==> src/rtl/bomb_pkg.sv <==
// Shared types and constants for the bomb countdown timer: BCD digit type,
// countdown state encoding and the level-0 default time.
package bomb_pkg;

  typedef logic [3:0] bcd_digit_t;

  typedef enum logic [1:0] {
    IDLE    = 2'd0,
    RUN     = 2'd1,
    PAUSE   = 2'd2,
    EXPIRED = 2'd3
  } state_t;

  localparam bcd_digit_t DEF_THREE = 4'd2;
  localparam bcd_digit_t DEF_TWO   = 4'd0;
  localparam bcd_digit_t DEF_ONE   = 4'd0;

endpackage

==> src/rtl/bcd_digit_dec.sv <==
// One BCD digit of a borrow-chained decrementer; a zero digit that must
// lend rolls to 9 and passes the borrow on.
module bcd_digit_dec
  import bomb_pkg::*;
(
  input  bcd_digit_t digit,
  input  logic       borrow_in,
  output bcd_digit_t next_digit,
  output logic       borrow_out
);

  always_comb begin
    next_digit = digit;
    borrow_out = 1'b0;
    if (borrow_in) begin
      if (digit == 4'd0) begin
        next_digit = 4'd9;
        borrow_out = 1'b1;
      end else begin
        next_digit = digit - 4'd1;
      end
    end
  end

endmodule

==> src/rtl/bomb_countdown_timer.sv <==
// Three-digit BCD countdown with load/start/stop control and expiry flags.
// Optional `warning` output is built only when COUNTDOWN_WARN_EN is defined.
module bomb_countdown_timer
  import bomb_pkg::*;
#(
  parameter int TICK_DIV  = 50_000_000,
  parameter int WARN_SECS = 10
) (
  input  logic       clk,
  input  logic       reset,
  input  logic       load,
  input  logic       start,
  input  logic       stop,
  input  logic [3:0] value_three,
  input  logic [3:0] value_two,
  input  logic [3:0] value_one,
  output logic [3:0] digit_three,
  output logic [3:0] digit_two,
  output logic [3:0] digit_one,
  output logic       running,
  output logic       expired,
  output logic       expired_pulse,
  output logic       warning
);

  localparam int             CNT_W   = $clog2(TICK_DIV);
  localparam logic [CNT_W-1:0] CNT_MAX = CNT_W'(TICK_DIV - 1);

  state_t           state, next_state;
  logic [CNT_W-1:0] cnt;
  logic             tick;
  bcd_digit_t       dec_three, dec_two, dec_one;
  bcd_digit_t       next_three, next_two, next_one;
  logic             borrow_one, borrow_two, borrow_three;
  logic             time_nz, dec_zero, do_dec;

  function automatic bcd_digit_t sat9(input logic [3:0] d);
    return (d > 4'd9) ? 4'd9 : d;
  endfunction

  bcd_digit_dec u_dec_one (
    .digit(digit_one), .borrow_in(1'b1),
    .next_digit(dec_one), .borrow_out(borrow_one)
  );
  bcd_digit_dec u_dec_two (
    .digit(digit_two), .borrow_in(borrow_one),
    .next_digit(dec_two), .borrow_out(borrow_two)
  );
  bcd_digit_dec u_dec_three (
    .digit(digit_three), .borrow_in(borrow_two),
    .next_digit(dec_three), .borrow_out(borrow_three)
  );

  assign time_nz  = (digit_three != 4'd0) || (digit_two != 4'd0) || (digit_one != 4'd0);
  assign dec_zero = (dec_three == 4'd0) && (dec_two == 4'd0) && (dec_one == 4'd0);
  assign tick     = (state == RUN) && (cnt == CNT_MAX);
  // A borrow out of the hundreds digit means 000 would wrap, so it blocks the decrement.
  assign do_dec   = tick && !stop && !borrow_three;

  always_ff @(posedge clk or posedge reset) begin
    if (reset) state <= IDLE;
    else       state <= next_state;
  end

  always_comb begin
    next_state = state;
    if (load) begin
      next_state = IDLE;
    end else begin
      case (state)
        IDLE, PAUSE: if (start) next_state = time_nz ? RUN : EXPIRED;
        RUN: begin
          if (stop)                  next_state = PAUSE;
          else if (tick && dec_zero) next_state = EXPIRED;
        end
        default: next_state = state;
      endcase
    end
  end

  always_comb begin
    running = (state == RUN);
    expired = (state == EXPIRED);
  end

  // Stop freezes the prescaler so a resume finishes the partial second.
  always_ff @(posedge clk or posedge reset) begin
    if (reset) begin
      cnt <= '0;
    end else if (load) begin
      cnt <= '0;
    end else if (state == RUN) begin
      if (!stop) cnt <= tick ? '0 : cnt + 1'b1;
    end else if (start && state == IDLE) begin
      cnt <= '0;
    end
  end

  always_comb begin
    next_three = digit_three;
    next_two   = digit_two;
    next_one   = digit_one;
    if (load) begin
      next_three = sat9(value_three);
      next_two   = sat9(value_two);
      next_one   = sat9(value_one);
    end else if (do_dec) begin
      next_three = dec_three;
      next_two   = dec_two;
      next_one   = dec_one;
    end
  end

  always_ff @(posedge clk or posedge reset) begin
    if (reset) begin
      digit_three   <= DEF_THREE;
      digit_two     <= DEF_TWO;
      digit_one     <= DEF_ONE;
      expired_pulse <= 1'b0;
    end else begin
      digit_three   <= next_three;
      digit_two     <= next_two;
      digit_one     <= next_one;
      expired_pulse <= (next_state == EXPIRED) && (state != EXPIRED);
    end
  end

`ifdef COUNTDOWN_WARN_EN
  localparam logic [9:0] WARN_LIM = 10'(WARN_SECS);
  logic [9:0] next_secs;

  assign next_secs = 10'(next_three) * 10'd100 + 10'(next_two) * 10'd10 + 10'(next_one);

  always_ff @(posedge clk or posedge reset) begin
    if (reset) warning <= 1'b0;
    else       warning <= (next_state == RUN) && (next_secs != 10'd0) && (next_secs <= WARN_LIM);
  end
`else
  assign warning = 1'b0;
`endif

endmodule

==> config.mk <==
export PLATFORM = sky130hd
export DESIGN_NAME = bomb_countdown_timer
export DESIGN_NICKNAME = d
export VERILOG_FILES = /design/src/rtl/bomb_pkg.sv /design/src/rtl/bcd_digit_dec.sv /design/src/rtl/bomb_countdown_timer.sv
export SDC_FILE = /design/constraint.sdc
export NUM_CORES = 1
export LEC_CHECK = 0
export CORE_MARGIN = 2
export CORE_UTILIZATION = 57
export CTS_BUF_LIST = sky130_fd_sc_hd__clkbuf_2
export DETAILED_ROUTE_END_ITERATION = 8
export GPL_TIMING_DRIVEN = 0
export PLACE_DENSITY = 0.82
export SKIP_CTS_REPAIR_TIMING = 1
export SYNTH_ARGS = -nofsm -noshare
export SYNTH_HDL_FRONTEND = slang
export SYNTH_SLANG_ARGS = --single-unit
==> constraint.sdc <==
create_clock -name clk -period 2.8 [get_ports clk]
set_input_delay 0.56 -clock clk [delete_from_list [all_inputs] [get_ports clk]]
set_output_delay 0.56 -clock clk [all_outputs]
set_load 0.03 [all_outputs]
==> key figures <==
Route
  • # DRC: 0
  • Wirelength, routed: just under 6000 um
  • Post-DRT Antenna Nets: 0
  • DR vias: approximately 2,300
  • Initial DRC count: roughly 170
  • DR WL/cell: 16.00 um
  • Mean number of vias per cell: 6.140
  • Drt pass-1 iters: 4

Yosys
  • Register bit count reported by yosys: 41
  • Avg Inst Size Synth: between 8 and 9 um2
  • Yosys warns: 0
  • Ys async rst share: 100.0%
  • Synthesized Nets: between 200 and 300
  • Syn Std Cell Area: between 2000 and 2500 um2
  • Sequential area share after synthesis: between 40% and 50%
  • Cell variety after synth: 56
  • EDFF count, synth: 0
  • Gate Count Post-Synth: 281
  • Dominant synthesized flop cell: dfrtp_1

Placement
  • Post-DP HPWL: about 4200 um
  • Final Wtd Congestion: 0.9221
  • Placed Area: 2861 um2
  • PortBufs: 30

Setup path
  • Worst Setup End Kind: output pin
  • Max incr delay on CP: ~700 ps
  • R2R cell count: 6
  • Critical Path Sink: running
  • Max FO, Critical Path: 8
  • Buf/Inv on CP: 2
  • CP Data Required Time: 2240 ps
  • Crit Reg-Reg Endpoint: cnt[0]
  • Crit-path leading delay family: buffers and inverters
  • Critical path startpoint: state[0]
  • Critical Path Source Type: register
  • Worst path arrival time: 1940 ps
  • CP Depth: 3
  • R2r setup slk: between 300 and 400 ps
  • Slowest CP cell: clkdlybuf4s50_1
  • Setup Crit Path Kind: register to output pin
  • CP Cell Sequence: or2b_1, inv_1, clkdlybuf4s50_1
  • R2r startpoint: cnt[7]

Clock network
  • Num CTS Buffers: 5
  • Longest Clk Path Bufs: 2
  • Root buffer selected by CTS: clkbuf_2
  • Clock Latency Late Sink: about 430 ps
  • Reg clk slew, reported paths: roughly 230 ps
  • H-Tree Depth: 2
  • Clock Sinks: 41
  • CTS tree: done

Global routing
  • First-pass GRT wire length: between 10,000 and 15,000 um
  • Vias in the first global route: around 2,100
  • Largest net degree at the start of global routing: between 40 and 50
  • GRT overflow: 0
  • Initial antenna violation count: 0
  • Overall Global Routing Usage: roughly a quarter

Floorplanning
  • Die H: 70.18 um
  • Site Rows: 24
  • Core area: 4294 um2
  • Boundary Pins: 33
  • Starting Density: between 50% and 60%
  • Die X: 70.18 um
  • Die area: around 4900 um2

Pwr
  • Static leakage: roughly 1.1 nW
  • Peak supply drop: approximately 0.28 mV
  • Clock share of power: approximately a third
  • Sw power: roughly 0.00038 W
  • Pwr Density: ~450 nW/um2
  • Comb pwr share: approximately 17%
  • Sequential power share: approximately half
  • Total power: 0.001325 W
  • Sw Share: around 29%
  • Internal power: 0.0009421 W

STA
  • Final min period: between 2000 and 2500 ps
  • Setup violators final: 0
  • Final hold violations: 0
  • Clock Skew: about 30 ps
  • Max-slew violations: 0
  • Worst-Margin Slew: between 800 and 900 ps
  • Highest Clock Rate: about 0.4 GHz
  • Max_slew headroom: 42.11%
  • Worst hold slack: between 500 and 600 ps
  • Part of the cycle the worst path needs: about nine tenths
  • RSZ-0062 raised after global routing: false

Final layout
  • N_diodes: 0
  • Layout area overhead: 18.25%
  • Multi-input logic area: 1366 um2
  • Layout cells sized above 1: roughly 7.8%
  • Layout fillers: between 300 and 400
  • Seq. cell area: just over 1000 um2
  • Cell area after layout: about 3000 um2
  • Nets: ~340

Outcome
  • Status: finished, final reports clean

Min path
  • Worst min-delay path category: register to register

Flow run
  • Max-Cap Viols: 0
[how the worst min path moves through the flow]
stage,slack [ps],cells after the start,endpoint,from
after detailed placement,500,1,cnt[22],cnt[22]
after global placement,480,1,cnt[24],cnt[24]
final,520,1,cnt[22],cnt[22]
after CTS,520,1,cnt[22],cnt[22]
after global routing,540,1,cnt[22],cnt[22]
after floorplan,460,1,cnt[24],cnt[24]
[metal layers]
metal  GRT usage (%)  share of wire [%]
met5               0                  0
met4           7.906                1.1
met3           4.618                6.0
met2           40.53                 47
met1           36.68                 46
[synth_stat cells, drive strengths merged, types with 3 or more instances]
library cell | n | share of area [%]
nand4 | 8 | 2.6
dfrtp | 40 | 40
o22ai | 5 | 1.3
o21ai | 17 | 3.4
nand3 | 11 | 2.2
mux2i | 4 | 1.6
and2 | 6 | 1.6
nor2b | 3 | 0.75
or2 | 4 | 1.0
o21a | 5 | 1.5
and3 | 4 | 1.0
a21oi | 8 | 1.6
buf | 4 | 1.1
or3 | 4 | 1.3
xor2 | 13 | 4.6
inv | 10 | 1.5
clkbuf | 10 | 1.5
a31oi | 10 | 2.5
nor4 | 9 | 2.9
and4 | 7 | 2.5
o2111ai | 6 | 2.1
o211ai | 8 | 2.4
nor2 | 32 | 4.8
nor3 | 7 | 1.4
nand2 | 20 | 3.0
[through the flow]
step | setup slack, ps | std cells | TNS [ps] | utilization [%]
2_1_floorplan | 603.7 | 281 | 0 | -
3_3_place_gp | -86.66 | 363 | -788.6 | 66.64
3_5_place_dp | -120.6 | 363 | -542.9 | 66.64
4_1_cts | 289.7 | 371 | 0 | 68.74
5_1_grt | 170.9 | 371 | 0 | 68.74
6_report | 301.4 | 371 | 0 | 68.74
[layout make-up]
| cell class | count | share of cell area, % |
|---|---|---|
| sequential | 41 | 34.80 |
| multi-input combinational | 216 | 46.29 |
| timing repair buffer | 30 | 10.17 |
| clock inverter | 3 | 2.204 |
| tap | 52 | 2.204 |
| buffer | 14 | 2.204 |
| clock buffer | 5 | 0.8478 |
| inverter | 10 | 1.272 |
[worst register-to-register path, delay by kind of cell, from the launching register on]
kind | cells | cell delay [ps]
AO/OA/AOI/OAI | 1 | 350
buffers and inverters | 1 | 440
flip-flops | 1 | 530
AND/OR/NAND/NOR | 4 | 1030
[power groups by stage]
| stage | Sequential (W) | Combinational (W) | Clock (W) |
|---|---|---|---|
| CTS | 0.000639 | 0.000232 | 0.000456 |
| global placement | 0.000648 | 0.000226 | 0 |
| global route | 0.000644 | 0.000253 | 0.000473 |
| finish | 0.000639 | 0.000231 | 0.000454 |
| floorplan | 0.000677 | 0.000106 | 0 |
| detailed placement | 0.000649 | 0.000231 | 0 |
[logic make-up (layout without fill, tap and decap cells)]
group / count (synthesis) / after routing / synth area share, %
compound gates: 66 / 66 / 17.29
flops: 41 / 41 / 41.15
other cells: 1 / 1 / 0.1502
mux: 4 / 4 / 1.604
fa+ha+maj: 1 / 1 / 0.5012
xor+xnor: 15 / 15 / 5.263
buf+inv: 24 / 62 / 4.110
simple gates: 129 / 129 / 29.92
[layout by cell type, fill, tap and decap left out, types with 6 or more instances in the layout]
cell type and n:
nor4_1 8, inv_1 9, o2111ai_1 6, a31oi_1 10, nor3_1 7, dfrtp_1 40, a21oi_1 8, o211ai_1 8
nor2_1 32, xor2_1 13, o21ai_0 17, nand4_1 7, clkdlybuf4s50_1 30, and4_1 6, clkbuf_1 10, nand3_1 11
nand2_1 20
[registers in the layout, indices dropped and copies added, names as in the netlist]
register / flops
cnt: 26
digit_one: 4
digit_three: 4
digit_two: 4
expired_pulse: 1
state: 2
No activity file was read; power rests on OpenSTA's default activity.
